===== config.mk =====
export PLATFORM = sky130hd
export DESIGN_NAME = mau_lane_scheduler
export DESIGN_NICKNAME = d
export VERILOG_FILES = /design/src/rtl/mau_lane_scheduler.sv
export SDC_FILE = /design/constraint.sdc
export NUM_CORES = 1
export LEC_CHECK = 0
export CORE_ASPECT_RATIO = 0.75
export CORE_UTILIZATION = 50
export DETAILED_ROUTE_END_ITERATION = 16
export PLACE_DENSITY = 0.8
export SKIP_CTS_REPAIR_TIMING = 1
export SYNTH_ARGS = -nofsm -noshare
export SYNTH_HDL_FRONTEND = slang
export SYNTH_SLANG_ARGS = --single-unit
export TNS_END_PERCENT = 50

===== constraint.sdc =====
create_clock -name clk -period 5.08 [get_ports clk]
set_input_delay 1.016 -clock clk [delete_from_list [all_inputs] [get_ports clk]]
set_output_delay 1.016 -clock clk [all_outputs]
set_load 0.03 [all_outputs]

===== src/rtl/mau_lane_scheduler.sv =====
// MAU lane sequencer: 2-entry command queue, per-lane start-address loading, start/burst/done
// sequencing and MatRAM host arbitration (host arbitration built when MAU_SEQ_HOST_ARB_EN is defined).
module mau_lane_scheduler #(
  parameter int unsigned LANES        = 4,
  parameter int unsigned ADDR_W       = 10,
  parameter int unsigned BURST_CYCLES = 4,
  parameter int unsigned HOST_MAX     = 16
) (
  input  logic                    clk,
  input  logic                    reset,
  input  logic                    cmd_valid,
  output logic                    cmd_ready,
  input  logic [LANES*ADDR_W-1:0] cmd_base,
  output logic [ADDR_W-1:0]       lane_address,
  output logic [LANES-1:0]        lane_set,
  output logic                    mau_start,
  output logic                    busy,
  output logic                    done,
  input  logic                    host_req,
  output logic                    host_gnt
);

  localparam int unsigned BASE_W = LANES * ADDR_W;
  localparam int unsigned CNT_W  = $clog2((LANES > BURST_CYCLES) ? LANES : BURST_CYCLES) + 1;
  localparam int unsigned HCNT_W = $clog2(HOST_MAX) + 1;

  typedef enum logic [2:0] {
    IDLE  = 3'd0,
    LOAD  = 3'd1,
    START = 3'd2,
    RUN   = 3'd3,
    DONE  = 3'd4
  } state_t;

  state_t              state, state_nxt;
  logic [CNT_W-1:0]    cnt, cnt_nxt;
  logic [BASE_W-1:0]   work, work_nxt;
  logic [BASE_W-1:0]   q_mem [2];
  logic [1:0]          q_cnt, q_cnt_nxt;
  logic                q_nonempty;
  logic                push, pop, wr_idx;
  logic                cmd_win;
  logic [LANES-1:0]    set_nxt;
  logic [ADDR_W-1:0]   addr_nxt;

  assign q_nonempty = (q_cnt != 2'd0);
  assign push       = cmd_valid && cmd_ready;
  assign pop        = cmd_win;
  assign wr_idx     = (q_cnt == 2'd1) && !pop;
  assign q_cnt_nxt  = q_cnt + 2'(push) - 2'(pop);

  // Command FIFO; a simultaneous pop shifts entry 1 down before the push lands
  always_ff @(posedge clk or posedge reset) begin
    if (reset) begin
      q_cnt    <= 2'd0;
      q_mem[0] <= '0;
      q_mem[1] <= '0;
    end else begin
      q_cnt <= q_cnt_nxt;
      if (pop)  q_mem[0]      <= q_mem[1];
      if (push) q_mem[wr_idx] <= cmd_base;
    end
  end

`ifdef MAU_SEQ_HOST_ARB_EN
  logic              last_host, last_host_nxt;
  logic [HCNT_W-1:0] hcnt, hcnt_nxt;
  logic              gnt_nxt;
  logic              hcnt_at_max;

  assign hcnt_at_max = (hcnt == HCNT_W'(HOST_MAX - 1));

  // Round-robin between host and queue, decided only in IDLE with the port released
  always_comb begin
    gnt_nxt       = 1'b0;
    hcnt_nxt      = '0;
    last_host_nxt = last_host;
    cmd_win       = 1'b0;
    if (state == IDLE) begin
      if (host_gnt) begin
        if (host_req && !(hcnt_at_max && q_nonempty)) begin
          gnt_nxt  = 1'b1;
          hcnt_nxt = hcnt_at_max ? hcnt : hcnt + HCNT_W'(1);
        end
      end else if (q_nonempty && (!host_req || last_host)) begin
        cmd_win       = 1'b1;
        last_host_nxt = 1'b0;
      end else if (host_req) begin
        gnt_nxt       = 1'b1;
        last_host_nxt = 1'b1;
      end
    end
  end

  always_ff @(posedge clk or posedge reset) begin
    if (reset) begin
      host_gnt  <= 1'b0;
      hcnt      <= '0;
      last_host <= 1'b0;
    end else begin
      host_gnt  <= gnt_nxt;
      hcnt      <= hcnt_nxt;
      last_host <= last_host_nxt;
    end
  end
`else
  logic unused_host_req;

  assign unused_host_req = host_req;
  assign host_gnt        = 1'b0;
  assign cmd_win         = (state == IDLE) && q_nonempty;
`endif

  // FSM state and working registers
  always_ff @(posedge clk or posedge reset) begin
    if (reset) begin
      state <= IDLE;
      cnt   <= '0;
      work  <= '0;
    end else begin
      state <= state_nxt;
      cnt   <= cnt_nxt;
      work  <= work_nxt;
    end
  end

  // Next state plus next-cycle output values, registered below
  always_comb begin
    state_nxt = state;
    cnt_nxt   = cnt;
    work_nxt  = work;
    set_nxt   = '0;
    addr_nxt  = '0;
    case (state)
      IDLE: begin
        if (cmd_win) begin
          state_nxt = LOAD;
          cnt_nxt   = '0;
          work_nxt  = q_mem[0];
        end
      end
      LOAD: begin
        if (cnt == CNT_W'(LANES - 1)) state_nxt = START;
        else                          cnt_nxt   = cnt + CNT_W'(1);
      end
      START: begin
        state_nxt = RUN;
        cnt_nxt   = CNT_W'(BURST_CYCLES - 1);
      end
      RUN: begin
        if (cnt == '0) state_nxt = DONE;
        else           cnt_nxt   = cnt - CNT_W'(1);
      end
      DONE:    state_nxt = IDLE;
      default: state_nxt = IDLE;
    endcase
    if (state_nxt == LOAD) begin
      for (int unsigned i = 0; i < LANES; i++) begin
        if (cnt_nxt == CNT_W'(i)) begin
          set_nxt[i] = 1'b1;
          addr_nxt   = work_nxt[i*ADDR_W +: ADDR_W];
        end
      end
    end
  end

  // Registered outputs
  always_ff @(posedge clk or posedge reset) begin
    if (reset) begin
      cmd_ready    <= 1'b1;
      lane_address <= '0;
      lane_set     <= '0;
      mau_start    <= 1'b0;
      busy         <= 1'b0;
      done         <= 1'b0;
    end else begin
      cmd_ready    <= (q_cnt_nxt != 2'd2);
      lane_address <= addr_nxt;
      lane_set     <= set_nxt;
      mau_start    <= (state_nxt == START);
      busy         <= (state_nxt != IDLE);
      done         <= (state_nxt == DONE);
    end
  end

endmodule


==> reports/qor.yml, run 1 <==
layout:
  syn_to_final_growth_pct: 20.83
  final_nets: 574
  nFillCells: 939
  multi_input_area_mm2: 0.002475
  layout_commonest_cell: "dfrtp_1"
  post_route_cells_drive_above_1_share_pct: 27.70
  seqCellArea_mm2: 0.003655
  most_used_cells_in_the_layout_excluding_fill_and_tap_cells: "145 x dfrtp_1, 84 x mux2_2, 60 x clkdlybuf4s50_1, 44 x nand2_1, 41 x mux2i_1"
  antennaDiodeCount: 0
place:
  buffers_added_on_ports: 60
  gp_congestion: 0.7572
  dp_hpwl_um: 7918
  dp_slack_ns: 1.995
sta:
  worst_slew_pin_slew_ns: 0.9432
  worst_clock_skew_ns: 0.007075
  fin_crit_sh_pct: 57.77
  slew-limit-headroom_pct: 37.01
  hold_slack_ns: 0.4923
  timing.setup.tns_ns: 0
  maxClockFrequency_mhz: 340.8
  fin_ws_ns: 2.145
  finalSetupViolations: 0
  finalWorstPathRequiredPeriod_ns: 2.935
  rsz_0062_raised_after_global_routing: "false"
  timing_max_transition_violations_final: 0
  hold_viol_final: 0
worst_setup_path:
  critPathCapture: "lane_address[9]$_DFF_PP0_"
  critPathLaunch: "q_cnt[1]$_DFF_PP0_"
  worstReg2RegEnd: "lane_address[9]$_DFF_PP0_"
  crit_required_ns: 5.38
  critPathCaptureType: "register"
  critical_path_peak_fanout: 38
  worstSetupStartpointType: "register"
  critPathKind: "reg -> reg"
  worstReg2RegStart: "q_cnt[1]$_DFF_PP0_"
  worst_path_arrival_ns: 3.23
  ff2ff_path_depth: 5
  setup.reg_to_reg.worst_slack_ns: 2.15
global_route:
  grt_antenna_before_repair: 0
  first_global_vias: 3850
  grt_pass1_wl_um: 20220
  track_usage_pct: 20.29
  grt_max_degree: 85
  globalRouteOverflowTotal: 0
drt:
  num_vias: 3743
  drtPass1Iterations: 4
  postRouteAntennaNets: 0
  drt-total-wl_um: 12310
  drt-vias-per-instance: 5.317
  drtIter0Drc: 192
  drc_errors: 0
  drt-wirelength-per-cell_um: 17.48
synth:
  ff_latch_count_synth: 146
  synth_edf_count: 0
  ys.flop_type: "dfrtp_1"
  postSynthCellCount: 468
  synth_cell_types: 41
  synth_area_mm2: 0.006320
  synth_async_sr_flop_share_pct: 100.0
  mapped_nets: 517
  yosys_warnings: 0
  synth-seq-area-share_pct: 57.83
  syn-mean-instance-area_um2: 13.50
clocking:
  tritoncts_sink_count: 146
  clkSlewWorstSetupHoldPaths_ns: 0.06
  cts.path.max_buffers: 2
  ctsRootBufferMaster: "clkbuf_16"
  tritoncts_clock_tree: "yes"
  insertion_delay_ns: 0.41
  htree_num_levels: 4
  num_cts_buffers: 17
job:
  maxCapViolCount: 0
floorplan:
  top_level_ports: 63
  die_span_y_um: 99.37
  floorplan.initialDensity_pct: 51.36
  fp.dieArea_mm2: 0.01310
  dieWidth_um: 131.8
  num_rows: 35
  placeableCoreArea_mm2: 0.01231
run_status:
  result_of_the_run: "complete, no violations"
power_and_ir_drop:
  powerDensity_mw_per_mm2: 710.7
  ir_worst_vdd_v: 0.0003348
  p_leak_nw: 3.452
min_path:
  min_delay_path_class: "reg -> reg"
==> worst max-delay path: stages (launching register included) <==
cell     delay (ns)
dfrtp_1        0.45
o21ai_4        0.75
buf_4          0.64
mux2_2         0.41
mux2_2         0.30
a22o_1         0.23
==> worst min-delay path by stage <==
stage,startpoint,endpoint,slack (ns),depth (start not counted)
2_1_floorplan,work[3]$_DFF_PP0_,work[3]$_DFF_PP0_,0.46,1
3_3_place_gp,work[9]$_DFF_PP0_,work[9]$_DFF_PP0_,0.48,1
3_5_place_dp,work[11]$_DFF_PP0_,work[11]$_DFF_PP0_,0.48,1
4_1_cts,work[17]$_DFF_PP0_,work[17]$_DFF_PP0_,0.49,1
5_1_grt,work[17]$_DFF_PP0_,work[17]$_DFF_PP0_,0.50,1
6_report,work[7]$_DFF_PP0_,work[7]$_DFF_PP0_,0.49,1
==> final cells by class <==
| class | count | area share [%] |
|---|---|---|
| Clock buffer | 24 | 6.702 |
| Clock inverter | 8 | 1.294 |
| Inverter | 8 | 0.4588 |
| Multi-Input combinational cell | 285 | 32.41 |
| Sequential cell | 146 | 47.86 |
| Tap cell | 166 | 2.720 |
| Timing Repair Buffer | 67 | 8.553 |
==> cell usage after synthesis (2+ instances only) <==
cell type  number  area (um2)
nand2b_1        4       25.02
mux2_4         17       255.2
o21ai_0        40       200.2
buf_2           8       40.04
inv_1           7       26.28
buf_6           5       56.30
nor2b_1         4       25.02
nor2_1          3       11.26
ha_1            5       62.56
xnor2_1         2       17.52
dfrtp_1       145        3628
o21a_1          2       15.01
nand2_1        44       165.2
buf_4           7       52.55
mux2i_1        41       410.4
clkbuf_1        9       33.78
nand3b_1        2       15.01
mux2_2         84       945.9
nor3_1          4       20.02
and2_1          4       25.02
nor3b_1         2       15.01
a22o_1         10       87.58
==> logic make-up (layout without fill, tap and decap cells) <==
kind of cell | after synthesis | in the layout | share of synthesized area [%]
xor gates and xnor gates | 2 | 2 | 0.2772
and+or+nand+nor | 75 | 75 | 5.860
muxes | 142 | 142 | 25.50
adders and majority gates | 5 | 5 | 0.9899
AOI/OAI and AO/OA | 60 | 60 | 6.117
other | 1 | 1 | 0.05934
DFF | 146 | 146 | 57.83
buffers and inverters | 37 | 107 | 3.366
==> routing by layer <==
| metal | wire length (um) | vias up | part of all wire [%] | GRT usage, % |
|---|---|---|---|---|
| met4 | 58 | 0 | 0.47 | 6.261 |
| met5 | 0 | - | 0 | 0 |
| li1 | - | 1752 | - | - |
| met2 | 5880 | 75 | 48 | 32.44 |
| met3 | 492 | 4 | 4.0 | 4.281 |
| met1 | 5874 | 1912 | 48 | 28.01 |
==> per-stage QoR <==
step / util (%) / power, mW / instance area (um2) / std cells
after CTS: 62.05 / 5.457 / 7636 / 704
after global routing: 62.05 / 5.744 / 7636 / 704
after floorplan: - / 3.644 / 6320 / 468
after global placement: 57.09 / 4.053 / 7025 / 672
after detailed placement: 57.09 / 4.170 / 7025 / 672
final: 62.05 / 5.427 / 7636 / 704
==> power breakdown <==
group          internal [mW]  switching [mW]
clock network          0.800           0.462
registers               1.71           0.295
logic                   1.10            1.06
Note: power is estimated with default switching activity, not from simulation.
==> run 2, diff against run 1 <==
==> constraint.sdc (replaced) <==
create_clock -name clk -period 2.55 [get_ports clk]
set_input_delay 0.51 -clock clk [delete_from_list [all_inputs] [get_ports clk]]
set_output_delay 0.51 -clock clk [all_outputs]
set_load 0.03 [all_outputs]
==> run 2 against run 1 <==
  * Non-clock buffer count increased by 4
  * Wire length increased by 1.0%
  * Combinational power increased by 100%
  * Critical path depth increased by 3
  * Clock skew decreased by 0.0016 ns
  * Largest power group unchanged
  * Via count increased by 0.59%
  * Critical endpoint is now lane_address[6]$_DFF_PP0_
  * Fmax increased by 23%
  * Sequential share of layout area decreased by 0.46 points
  * Clock-buffer cell count increased by 1
==> reports/qor.yml, run 2 (synthesis results as in run 1) <==
worst_setup_path:
  cp_slowest_cell: "dfrtp_1"  # was o21ai_4
  worstSetupStartpointType: "register"  # unchanged
  critPathCaptureType: "register"  # unchanged
  critPathMaxStageDelay_ns: 0.43  # was 0.75 ns
  critical_path_cell_list: "inv_1 -> ha_1 -> mux2_4 -> mux2i_1 -> nor3_2 -> buf_12 -> mux2_2 -> a22o_1"  # was o21ai_4 -> buf_4 -> mux2_2 -> mux2_2 -> a22o_1
  critPathKind: "reg -> reg"  # unchanged
  critical_path_peak_fanout: 23  # was 38
  worst_path_arrival_ns: 2.69  # was 3.23 ns
  crit_required_ns: 2.85  # was 5.38 ns
sta:
  hold_viol_final: 0  # unchanged
  worst_clock_skew_ns: 0.005520  # was 0.007075 ns
  finalSetupViolations: 0  # unchanged
  finalWorstPathRequiredPeriod_ns: 2.395  # was 2.935 ns
  worst_slew_pin_slew_ns: 0.5339  # was 0.9432 ns
  fin_crit_sh_pct: 93.92  # was 57.77%
  timing.setup.tns_ns: 0  # unchanged
  timing_max_transition_violations_final: 0  # unchanged
  maxClockFrequency_mhz: 417.5  # was 340.8 MHz
  rsz_0062_raised_after_global_routing: "false"  # unchanged
  slew-limit-headroom_pct: 64.40  # was 37.01%
drt:
  drt-wirelength-per-cell_um: 17.59  # was 17.48 um
  drt-vias-per-instance: 5.325  # was 5.317
  drt-total-wl_um: 12440  # was 12310 um
  postRouteAntennaNets: 0  # unchanged
  drtIter0Drc: 197  # was 192
  num_vias: 3765  # was 3743
  drc_errors: 0  # unchanged
  drtPass1Iterations: 4  # unchanged
global_route:
  grt_pass1_wl_um: 20510  # was 20220 um
  grt_antenna_before_repair: 0  # unchanged
  track_usage_pct: 20.76  # was 20.29%
  grt_max_degree: 81  # was 85
  first_global_vias: 3971  # was 3850
  globalRouteOverflowTotal: 0  # unchanged
layout:
  post_route_cells_drive_above_1_share_pct: 27.17  # was 27.70%
  final_nets: 578  # was 574
  antennaDiodeCount: 0  # unchanged
  nFillCells: 895  # was 939
  most_used_cells_in_the_layout_excluding_fill_and_tap_cells: "145 x dfrtp_1, 84 x mux2_2, 60 x clkdlybuf4s50_1, 44 x nand2_1, 41 x mux2i_1"  # unchanged
  final_cell_count_no_fill: 707  # was 704
  finish.instance_area_mm2: 0.007710  # was 0.007636 mm2
  layout_commonest_cell: "dfrtp_1"  # unchanged
  syn_to_final_growth_pct: 22.00  # was 20.83%
power_and_ir_drop:
  powerDensity_mw_per_mm2: 1398  # was 710.7 mW/mm2
  p_leak_nw: 3.480  # was 3.452 nW
  ir_worst_vdd_v: 0.0009328  # was 0.0003348 V
floorplan:
  fp.dieArea_mm2: 0.01310  # unchanged
  top_level_ports: 63  # unchanged
  dieWidth_um: 131.8  # unchanged
  placeableCoreArea_mm2: 0.01231  # unchanged
  floorplan.initialDensity_pct: 51.36  # unchanged
  num_rows: 35  # unchanged
  die_span_y_um: 99.37  # unchanged
run_status:
  result_of_the_run: "complete, no violations"  # unchanged
clocking:
  tritoncts_clock_tree: "yes"  # unchanged
  num_cts_buffers: 17  # unchanged
  htree_num_levels: 4  # unchanged
  clkSlewWorstSetupHoldPaths_ns: 0.06  # about the same
  cts.path.max_buffers: 2  # unchanged
  tritoncts_sink_count: 146  # unchanged
  insertion_delay_ns: 0.41  # about the same
  ctsRootBufferMaster: "clkbuf_16"  # unchanged
place:
  gp_congestion: 0.8449  # was 0.7572
  cell_total_after_placement: 676  # was 672
  placedInstanceArea_mm2: 0.007154  # was 0.007025 mm2
  dp_hpwl_um: 8127  # was 7918 um
  buffers_added_on_ports: 60  # unchanged
job:
  maxCapViolCount: 0  # unchanged
min_path:
  min_delay_path_class: "in -> async"  # was reg -> reg
run 2: cell types whose count changed in the layout (fill, tap and decap cells not counted):
cell	previous run	this run
buf_4	7	3
clkinvlp_4	2	1
clkbuf_1	1	6
clkinv_4	1	0
clkinv_2	3	4
buf_12	0	8
clkbuf_8	6	2
inv_6	1	0
run 2: path summary, 6_finish.rpt:
kind                               startpoint                   endpoint  slack, ns  depth (start not counted)
max                          cnt[0]$_DFF_PP0_  lane_address[6]$_DFF_PP0_       0.15                          8
min                                     reset                  async pin       0.48                          2
max reg2reg                  cnt[0]$_DFF_PP0_  lane_address[6]$_DFF_PP0_       0.15                          8
min reg2reg                work[21]$_DFF_PP0_         work[21]$_DFF_PP0_       0.49                          1
max in group asynchronous               reset        q_mem[56]$_DFF_PP0_       1.35                          4
min in group clk           work[21]$_DFF_PP0_         work[21]$_DFF_PP0_       0.49                          1
run 2: final cells by class:
type                            instances  area [um2]  area share [%]
Tap cell                              166       207.7           2.694
Clock buffer                           25       475.5           6.167
Sequential cell                       146        3655           47.40
Inverter                                8       33.78          0.4382
Timing Repair Buffer                   71       783.3           10.16
Clock inverter                          6       80.08           1.039
Multi-Input combinational cell        285        2475           32.10
run 2: where the power goes:
| group | switching (mW) | total, mW | internal, mW | leakage (nW) |
|---|---|---|---|---|
| Sequential | 0.605 | 4.02 | 3.41 | 1.81 |
| Clock | 0.872 | 2.35 | 1.48 | 0.275 |
| Combinational | 2.08 | 4.40 | 2.33 | 1.40 |
| Total | 3.55 | 10.8 | 7.22 | 3.48 |
run 2: worst max-delay path, delay by kind of cell, from the launching register on:
kind                     cells  cell delay (ns)
buffers and inverters        2             0.30
flip-flops                   1             0.43
adder cells (fa/ha/maj)      1             0.26
multiplexers                 3             0.81
AND/OR/NAND/NOR              1             0.24
AO/OA/AOI/OAI                1             0.23
run 2: per-stage QoR:
stage	util, %	hold WS [ns]	power (mW)	worst slack, ns
3_3_place_gp	58.14	0.4768	8.199	0.2277
2_1_floorplan	-	0.4648	7.261	0.2078
4_1_cts	62.65	0.4852	10.84	0.1567
3_5_place_dp	58.14	0.4780	8.446	0.1714
6_report	62.65	0.4792	10.78	0.1549
5_1_grt	62.65	0.5044	11.41	0.05263
run 2: per-layer routing:
layer,track usage [%],vias up,wire length (um)
met5,0,-,0
met4,8.408,0,183
met3,4.434,17,469
met2,33.05,83,5971
met1,28.02,1892,5812
li1,-,1773,-
